`src/rtl/rr_grant_scheduler_if.sv`:
```
// Requester/resource side of the round-robin scheduler: level requests and done in,
// registered one-hot grant, its index, a valid flag and the timeout pulse out.
interface rr_grant_scheduler_if #(
    parameter int N = 8
);
    localparam int ID_W = $clog2(N);

    logic [N-1:0]    req;
    logic            done;
    logic [N-1:0]    gnt;
    logic [ID_W-1:0] gnt_id;
    logic            gnt_valid;
    logic            timeout;

    modport master (output req, done, input gnt, gnt_id, gnt_valid, timeout);
    modport slave  (input req, done, output gnt, gnt_id, gnt_valid, timeout);
endinterface

```
`src/rtl/rr_grant_scheduler.sv`:
```
// Round-robin scheduler sharing one resource among N requesters: registered one-hot
// grant, rotating priority pointer, back-to-back regrant and a hold timeout.
module rr_grant_scheduler #(
    parameter int N        = 8,
    parameter int HOLD_MAX = 16
) (
    input  logic                 clk,
    input  logic                 rst_n,
    rr_grant_scheduler_if.slave  bus
);
    localparam int ID_W  = $clog2(N);
    localparam int CNT_W = (HOLD_MAX > 1) ? $clog2(HOLD_MAX) : 1;
    localparam logic [CNT_W-1:0] HOLD_LAST = (HOLD_MAX > 0) ? CNT_W'(HOLD_MAX - 1) : '0;

    typedef enum logic {IDLE, GRANT} state_e;

    state_e          state_q, state_d;
    logic [N-1:0]    gnt_q, gnt_d;
    logic [ID_W-1:0] gnt_id_q, gnt_id_d;
    logic            gnt_valid_q, gnt_valid_d;
    logic            timeout_q, timeout_d;
    logic [N-1:0]    ptr_q, ptr_d;
    logic [CNT_W-1:0] cnt_q, cnt_d;

    // Lowest set candidate at or above ptr; if none, wrap to the lowest set candidate.
    function automatic logic [N-1:0] rr_pick(input logic [N-1:0] cand, input logic [N-1:0] ptr);
        logic [N-1:0] upper;
        upper = cand & ~(ptr - N'(1));
        if (|upper) return upper & (~upper + N'(1));
        return cand & (~cand + N'(1));
    endfunction

    function automatic logic [ID_W-1:0] to_id(input logic [N-1:0] oh);
        logic [ID_W-1:0] id;
        id = '0;
        for (int i = 0; i < N; i++) begin
            if (oh[i]) id = ID_W'(i);
        end
        return id;
    endfunction

    function automatic logic [N-1:0] rotl1(input logic [N-1:0] v);
        return {v[N-2:0], v[N-1]};
    endfunction

    logic [N-1:0] win;
    logic         abandon;
    logic         hold_exp;

    always_comb begin
        state_d   = state_q;
        gnt_d     = gnt_q;
        gnt_id_d  = gnt_id_q;
        ptr_d     = ptr_q;
        cnt_d     = cnt_q;
        timeout_d = 1'b0;
        win       = '0;
        abandon   = ~bus.req[gnt_id_q];
        hold_exp  = (HOLD_MAX != 0) && (cnt_q == HOLD_LAST);

        case (state_q)
            IDLE: begin
                if (|bus.req) begin
                    win      = rr_pick(bus.req, ptr_q);
                    gnt_d    = win;
                    gnt_id_d = to_id(win);
                    cnt_d    = '0;
                    state_d  = GRANT;
                end
            end
            GRANT: begin
                cnt_d = cnt_q + CNT_W'(1);
                if (bus.done || abandon || hold_exp) begin
                    // The releasing requester drops to lowest priority and is excluded
                    // from the immediate rearbitration.
                    ptr_d     = rotl1(gnt_q);
                    win       = rr_pick(bus.req & ~gnt_q, ptr_d);
                    timeout_d = ~bus.done & ~abandon;
                    cnt_d     = '0;
                    if (|win) begin
                        gnt_d    = win;
                        gnt_id_d = to_id(win);
                    end else begin
                        gnt_d   = '0;
                        state_d = IDLE;
                    end
                end
            end
            default: state_d = IDLE;
        endcase

        gnt_valid_d = |gnt_d;
    end

    always_ff @(posedge clk or negedge rst_n) begin
        if (!rst_n) begin
            state_q     <= IDLE;
            gnt_q       <= '0;
            gnt_id_q    <= '0;
            gnt_valid_q <= 1'b0;
            timeout_q   <= 1'b0;
            ptr_q       <= N'(1);
            cnt_q       <= '0;
        end else begin
            state_q     <= state_d;
            gnt_q       <= gnt_d;
            gnt_id_q    <= gnt_id_d;
            gnt_valid_q <= gnt_valid_d;
            timeout_q   <= timeout_d;
            ptr_q       <= ptr_d;
            cnt_q       <= cnt_d;
        end
    end

    assign bus.gnt       = gnt_q;
    assign bus.gnt_id    = gnt_id_q;
    assign bus.gnt_valid = gnt_valid_q;
    assign bus.timeout   = timeout_q;
endmodule
```
`src/flat_wrapper.sv`:
```
// flat-port wrapper written by rule: the top's interface ports become plain ports
module rr_grant_scheduler_flat 
#(
    parameter int N        = 8,
    parameter int HOLD_MAX = 16
)
  (clk, rst_n, bus_req, bus_done, bus_gnt, bus_gnt_id, bus_gnt_valid, bus_timeout);
  rr_grant_scheduler_if #(.N(N)) bus_i ();
  input  logic clk;
  input  logic rst_n;
  input wire logic [$bits(bus_i.req)-1:0] bus_req;
  input wire logic [$bits(bus_i.done)-1:0] bus_done;
  output wire logic [$bits(bus_i.gnt)-1:0] bus_gnt;
  output wire logic [$bits(bus_i.gnt_id)-1:0] bus_gnt_id;
  output wire logic [$bits(bus_i.gnt_valid)-1:0] bus_gnt_valid;
  output wire logic [$bits(bus_i.timeout)-1:0] bus_timeout;
  assign bus_i.req = bus_req;
  assign bus_i.done = bus_done;
  assign bus_gnt = bus_i.gnt;
  assign bus_gnt_id = bus_i.gnt_id;
  assign bus_gnt_valid = bus_i.gnt_valid;
  assign bus_timeout = bus_i.timeout;
  rr_grant_scheduler #(.N(N), .HOLD_MAX(HOLD_MAX)) u_core (.clk(clk), .rst_n(rst_n), .bus(bus_i));
endmodule
```
`config.mk`:
```
export PLATFORM = sky130hd
export DESIGN_NAME = rr_grant_scheduler_flat
export DESIGN_NICKNAME = d
export VERILOG_FILES = /design/src/rtl/rr_grant_scheduler_if.sv /design/src/rtl/rr_grant_scheduler.sv /design/src/flat_wrapper.sv
export SDC_FILE = /design/constraint.sdc
export NUM_CORES = 1
export LEC_CHECK = 0
export CAP_MARGIN = 20
export CORE_MARGIN = 2
export CORE_UTILIZATION = 45
export CTS_CLUSTER_DIAMETER = 60
export CTS_CLUSTER_SIZE = 14
export DETAILED_ROUTE_END_ITERATION = 16
export GPL_ROUTABILITY_DRIVEN = 0
export PLACE_DENSITY = 0.74
export SYNTH_ARGS = -nofsm -noshare
export SYNTH_HDL_FRONTEND = slang
export SYNTH_SLANG_ARGS = --single-unit
```
`constraint.sdc`:
```
create_clock -name clk -period 7.3 [get_ports clk]
set_input_delay 1.46 -clock clk [delete_from_list [all_inputs] [get_ports clk]]
set_output_delay 1.46 -clock clk [all_outputs]
set_load 0.03 [all_outputs]
```
==> tab_implementation.tex <==
\begin{tabular}{lr}
\hline
Metric & Value \\
\hline
\multicolumn{2}{l}{\textbf{Clocking}} \\
Num Clock Sinks & 26 \\
Max clock buf depth & 2 \\
H-tree levels & 1 \\
Latest clock arrival within the worst-skew pair & 0.28 ns \\
Number of buffers created by CTS & 3 \\
Register clock-pin slew on the reported worst setup and hold paths & 0.09 ns \\
Buffers inserted by post-CTS timing repair & 0 \\
CTS Hold Buffers Added & 0 \\
Clock tree root buffer cell & sky130\_fd\_sc\_hd\_\_clkbuf\_8 \\
Number of instances resized during post-cts repair & 0 \\
TritonCTS clock tree & done \\
\multicolumn{2}{l}{\textbf{Critical path}} \\
Cell type group with the largest total delay on the critical path & simple AND/OR/NAND/NOR gates \\
Max stage delay cell, worst path & sky130\_fd\_sc\_hd\_\_a31oi\_2 \\
Critical path, cell by cell & clkdlybuf4s50\_1 -> mux2i\_1 -> a22oi\_1 -> a31oi\_2 -> nor2\_1 -> nand2\_1 -> o221ai\_1 -> or4\_1 -> or4\_1 \\
Crit-path max cell delay & 0.77 ns \\
Buffers plus inverters on the worst setup path & 1 \\
Peak fanout along the critical path & 17 \\
Cell seen most often among critical-path stages & sky130\_fd\_sc\_hd\_\_or4\_1 \\
Capturing element type of the critical path & register \\
Signal arrival time at the worst endpoint & 4.69 ns \\
Kind of critical path & in2reg \\
Required time of the worst setup path & 7.45 ns \\
Startpoint type of the worst setup path & primary input \\
\multicolumn{2}{l}{\textbf{Global routing}} \\
Vias in the first global route & 2025 \\
Total grt overflow & 0 \\
All-Layer GR Usage & 0.2416 \\
Number of antenna violations at the first check in global routing & 0 \\
First-pass GRT wire length & 10050 um \\
Maximum number of pins on one net before global-route repair & 27 \\
\multicolumn{2}{l}{\textbf{Floorplan}} \\
Floorplan die height & 73.82 um \\
Area of the core region & 4723 um2 \\
Number of standard-cell rows in the floorplan & 25 \\
Die span in x & 73.82 um \\
Number of top-level design ports & 24 \\
Initial core utilization & 0.4644 \\
Die area & 5449 um2 \\
\multicolumn{2}{l}{\textbf{Timing}} \\
Peak Freq & 220.2 MHz \\
Smallest setup slack after layout & 2.759 ns \\
Count of pins over their slew limit & 0 \\
Setup repair after global routing missed its margin & false \\
Count of final hold-check violations & 0 \\
Tightest Pin Transition & 0.8700 ns \\
Final clock period utilization by the worst path & 0.6221 \\
Worst slew slack as a fraction of its limit & 0.4182 \\
Largest clock skew in the final design & 0.01057 ns \\
Min Clock Period, post-route & 4.541 ns \\
Total Negative Setup Slacks & 0 ns \\
Setup violators final & 0 \\
\multicolumn{2}{l}{\textbf{Power}} \\
Final total power & 1.257 mW \\
Peak supply drop & 0.2911 mV \\
Power density over the cells & 496.1 nW/um2 \\
Standby leakage power & 1.049 nW \\
\multicolumn{2}{l}{\textbf{Synth}} \\
Seq cells post-synth & 26 \\
Part of the Yosys area used for sequential elements & 0.2972 \\
Syn\_nets & 274 \\
Async set-or-reset flop fraction in the synthesized netlist & 1.000 \\
Most frequently used flop master after synthesis & sky130\_fd\_sc\_hd\_\_dfrtp\_1 \\
EDFF count, synth & 0 \\
Synth area leaders & sky130\_fd\_sc\_hd\_\_dfrtp\_1 29\%, sky130\_fd\_sc\_hd\_\_mux2\_2 4.6\%, sky130\_fd\_sc\_hd\_\_nand2\_1 4.6\% \\
Post-Syn Area & 2193 um2 \\
Average cell area after synthesis & 8.436 um2 \\
Dominant cell type by area after synthesis & sky130\_fd\_sc\_hd\_\_dfrtp\_1 \\
Area share of the largest cell type after synthesis & 0.2852 \\
Yosys cell types & 67 \\
Number of instances in the synthesized netlist & 260 \\
Yosys Warn Count & 0 \\
\multicolumn{2}{l}{\textbf{Detailed routing}} \\
DRC & 0 \\
Mean routed wirelength per cell & 17.75 um \\
First-iteration detailed-routing DRC count & 204 \\
Vias after detailed routing & 2167 \\
Via density per instance & 6.263 \\
Total routed wirelength & 6141 um \\
Final antenna-violating net count & 0 \\
Length of the first detailed-routing pass in iterations & 5 \\
\multicolumn{2}{l}{\textbf{Layout}} \\
Area growth from synthesis to final layout & 15.52\% \\
Leading cell types in the layout, fill and taps excluded & 27 x sky130\_fd\_sc\_hd\_\_nand2\_1, 25 x sky130\_fd\_sc\_hd\_\_dfrtp\_1, 23 x sky130\_fd\_sc\_hd\_\_clkdlybuf4s50\_1 \\
Number of diodes added for antenna fixing & 0 \\
Leading cell type in the layout, fill and taps excluded & sky130\_fd\_sc\_hd\_\_nand2\_1 \\
NumNets Final & 294 \\
Layout cells sized above 1 & 0.1075 \\
Final design area excluding fillers & 2534 um2 \\
\multicolumn{2}{l}{\textbf{Placed design}} \\
Half-perimeter wire length after placement & 4580 um \\
Port Buf Inserts & 23 \\
Area after detailed placement & 2462 um2 \\
Dpl ws & 2.555 ns \\
\multicolumn{2}{l}{\textbf{Status}} \\
Status & finished, final reports clean \\
\multicolumn{2}{l}{\textbf{Hold path}} \\
Class of the tightest hold or removal check & reg2reg \\
\multicolumn{2}{l}{\textbf{Job}} \\
Max cap viols & 0 \\
\hline
\end{tabular}
## layer usage
metal	wire length, um	vias up	track usage
li1	-	1015	-
met1	2619	1015	0.3250
met2	2819	114	0.3948
met3	509	23	0.02743
met4	192	0	0.09697
met5	0	-	0
## through the flow
step,hold WS (ns),util,instances
2_1_floorplan,0.4460,-,260
3_3_place_gp,0.4744,0.5213,342
3_5_place_dp,0.4890,0.5213,342
4_1_cts,0.5048,0.5364,346
5_1_grt,0.5427,0.5364,346
6_report,0.5137,0.5364,346
## synthesized netlist by cell type, drive strengths merged, types with 4 or more instances
| library cell | number |
|---|---|
| a21oi | 6 |
| a31oi | 4 |
| nand4 | 4 |
| and3 | 5 |
| dfrtp | 25 |
| nor2b | 12 |
| inv | 11 |
| nor3 | 6 |
| mux2 | 9 |
| o31ai | 5 |
| nor4 | 5 |
| nand3b | 4 |
| mux2i | 4 |
| nand2b | 7 |
| or4 | 5 |
| buf | 4 |
| clkbuf | 5 |
| nor2 | 22 |
| o21ai | 16 |
| nand3 | 17 |
| nand2 | 27 |
## power breakdown
part	total (mW)	switching (mW)	internal, mW
logic	0.846	0.478	0.368
registers	0.290	0.0919	0.198
clock network	0.121	0.0474	0.0734
total	1.26	0.617	0.640
## state kept, by name (all words and copies together), names as in the netlist
name and cells:
u_core.bus.gnt 8, u_core.ptr_q 8, u_core.cnt_q 4, u_core.bus.gnt_id 3, u_core.bus.gnt_valid 1, u_core.bus.timeout 1
u_core.state_q 1
## cells by family after synthesis
group,after synthesis,synth area share
multiplexers,13,0.06446
buffers and inverters,20,0.04278
adder cells (fa/ha/maj),3,0.01712
flip-flops,26,0.2972
AND/OR/NAND/NOR,129,0.3428
XOR/XNOR,4,0.01598
AO/OA/AOI/OAI,65,0.2196
## layout make-up
cell class	instances	area, um2
inverter	11	41.29
clock inverter	1	30.03
tap	67	83.83
sequential	26	651.9
timing repair buffer	24	237.7
fill	459	2190
multi-input combinational	214	1448
clock buffer	3	41.29
## worst paths after layout
check,start,slack (ns),depth (start not counted),endpoint
worst min-delay path,u_core.cnt_q[3],0.51,1,u_core.cnt_q[3]
worst min register to register,u_core.cnt_q[3],0.51,1,u_core.cnt_q[3]
worst max-delay path,bus_req[0],2.76,9,u_core.bus.gnt_valid
min in group asynchronous,rst_n,1.53,2,u_core.ptr_q[1]
worst max register to register,u_core.bus.gnt[0],3.90,10,u_core.bus.gnt_valid
max in group asynchronous,rst_n,5.48,2,u_core.ptr_q[0]
(Power assumes the default switching activity.)
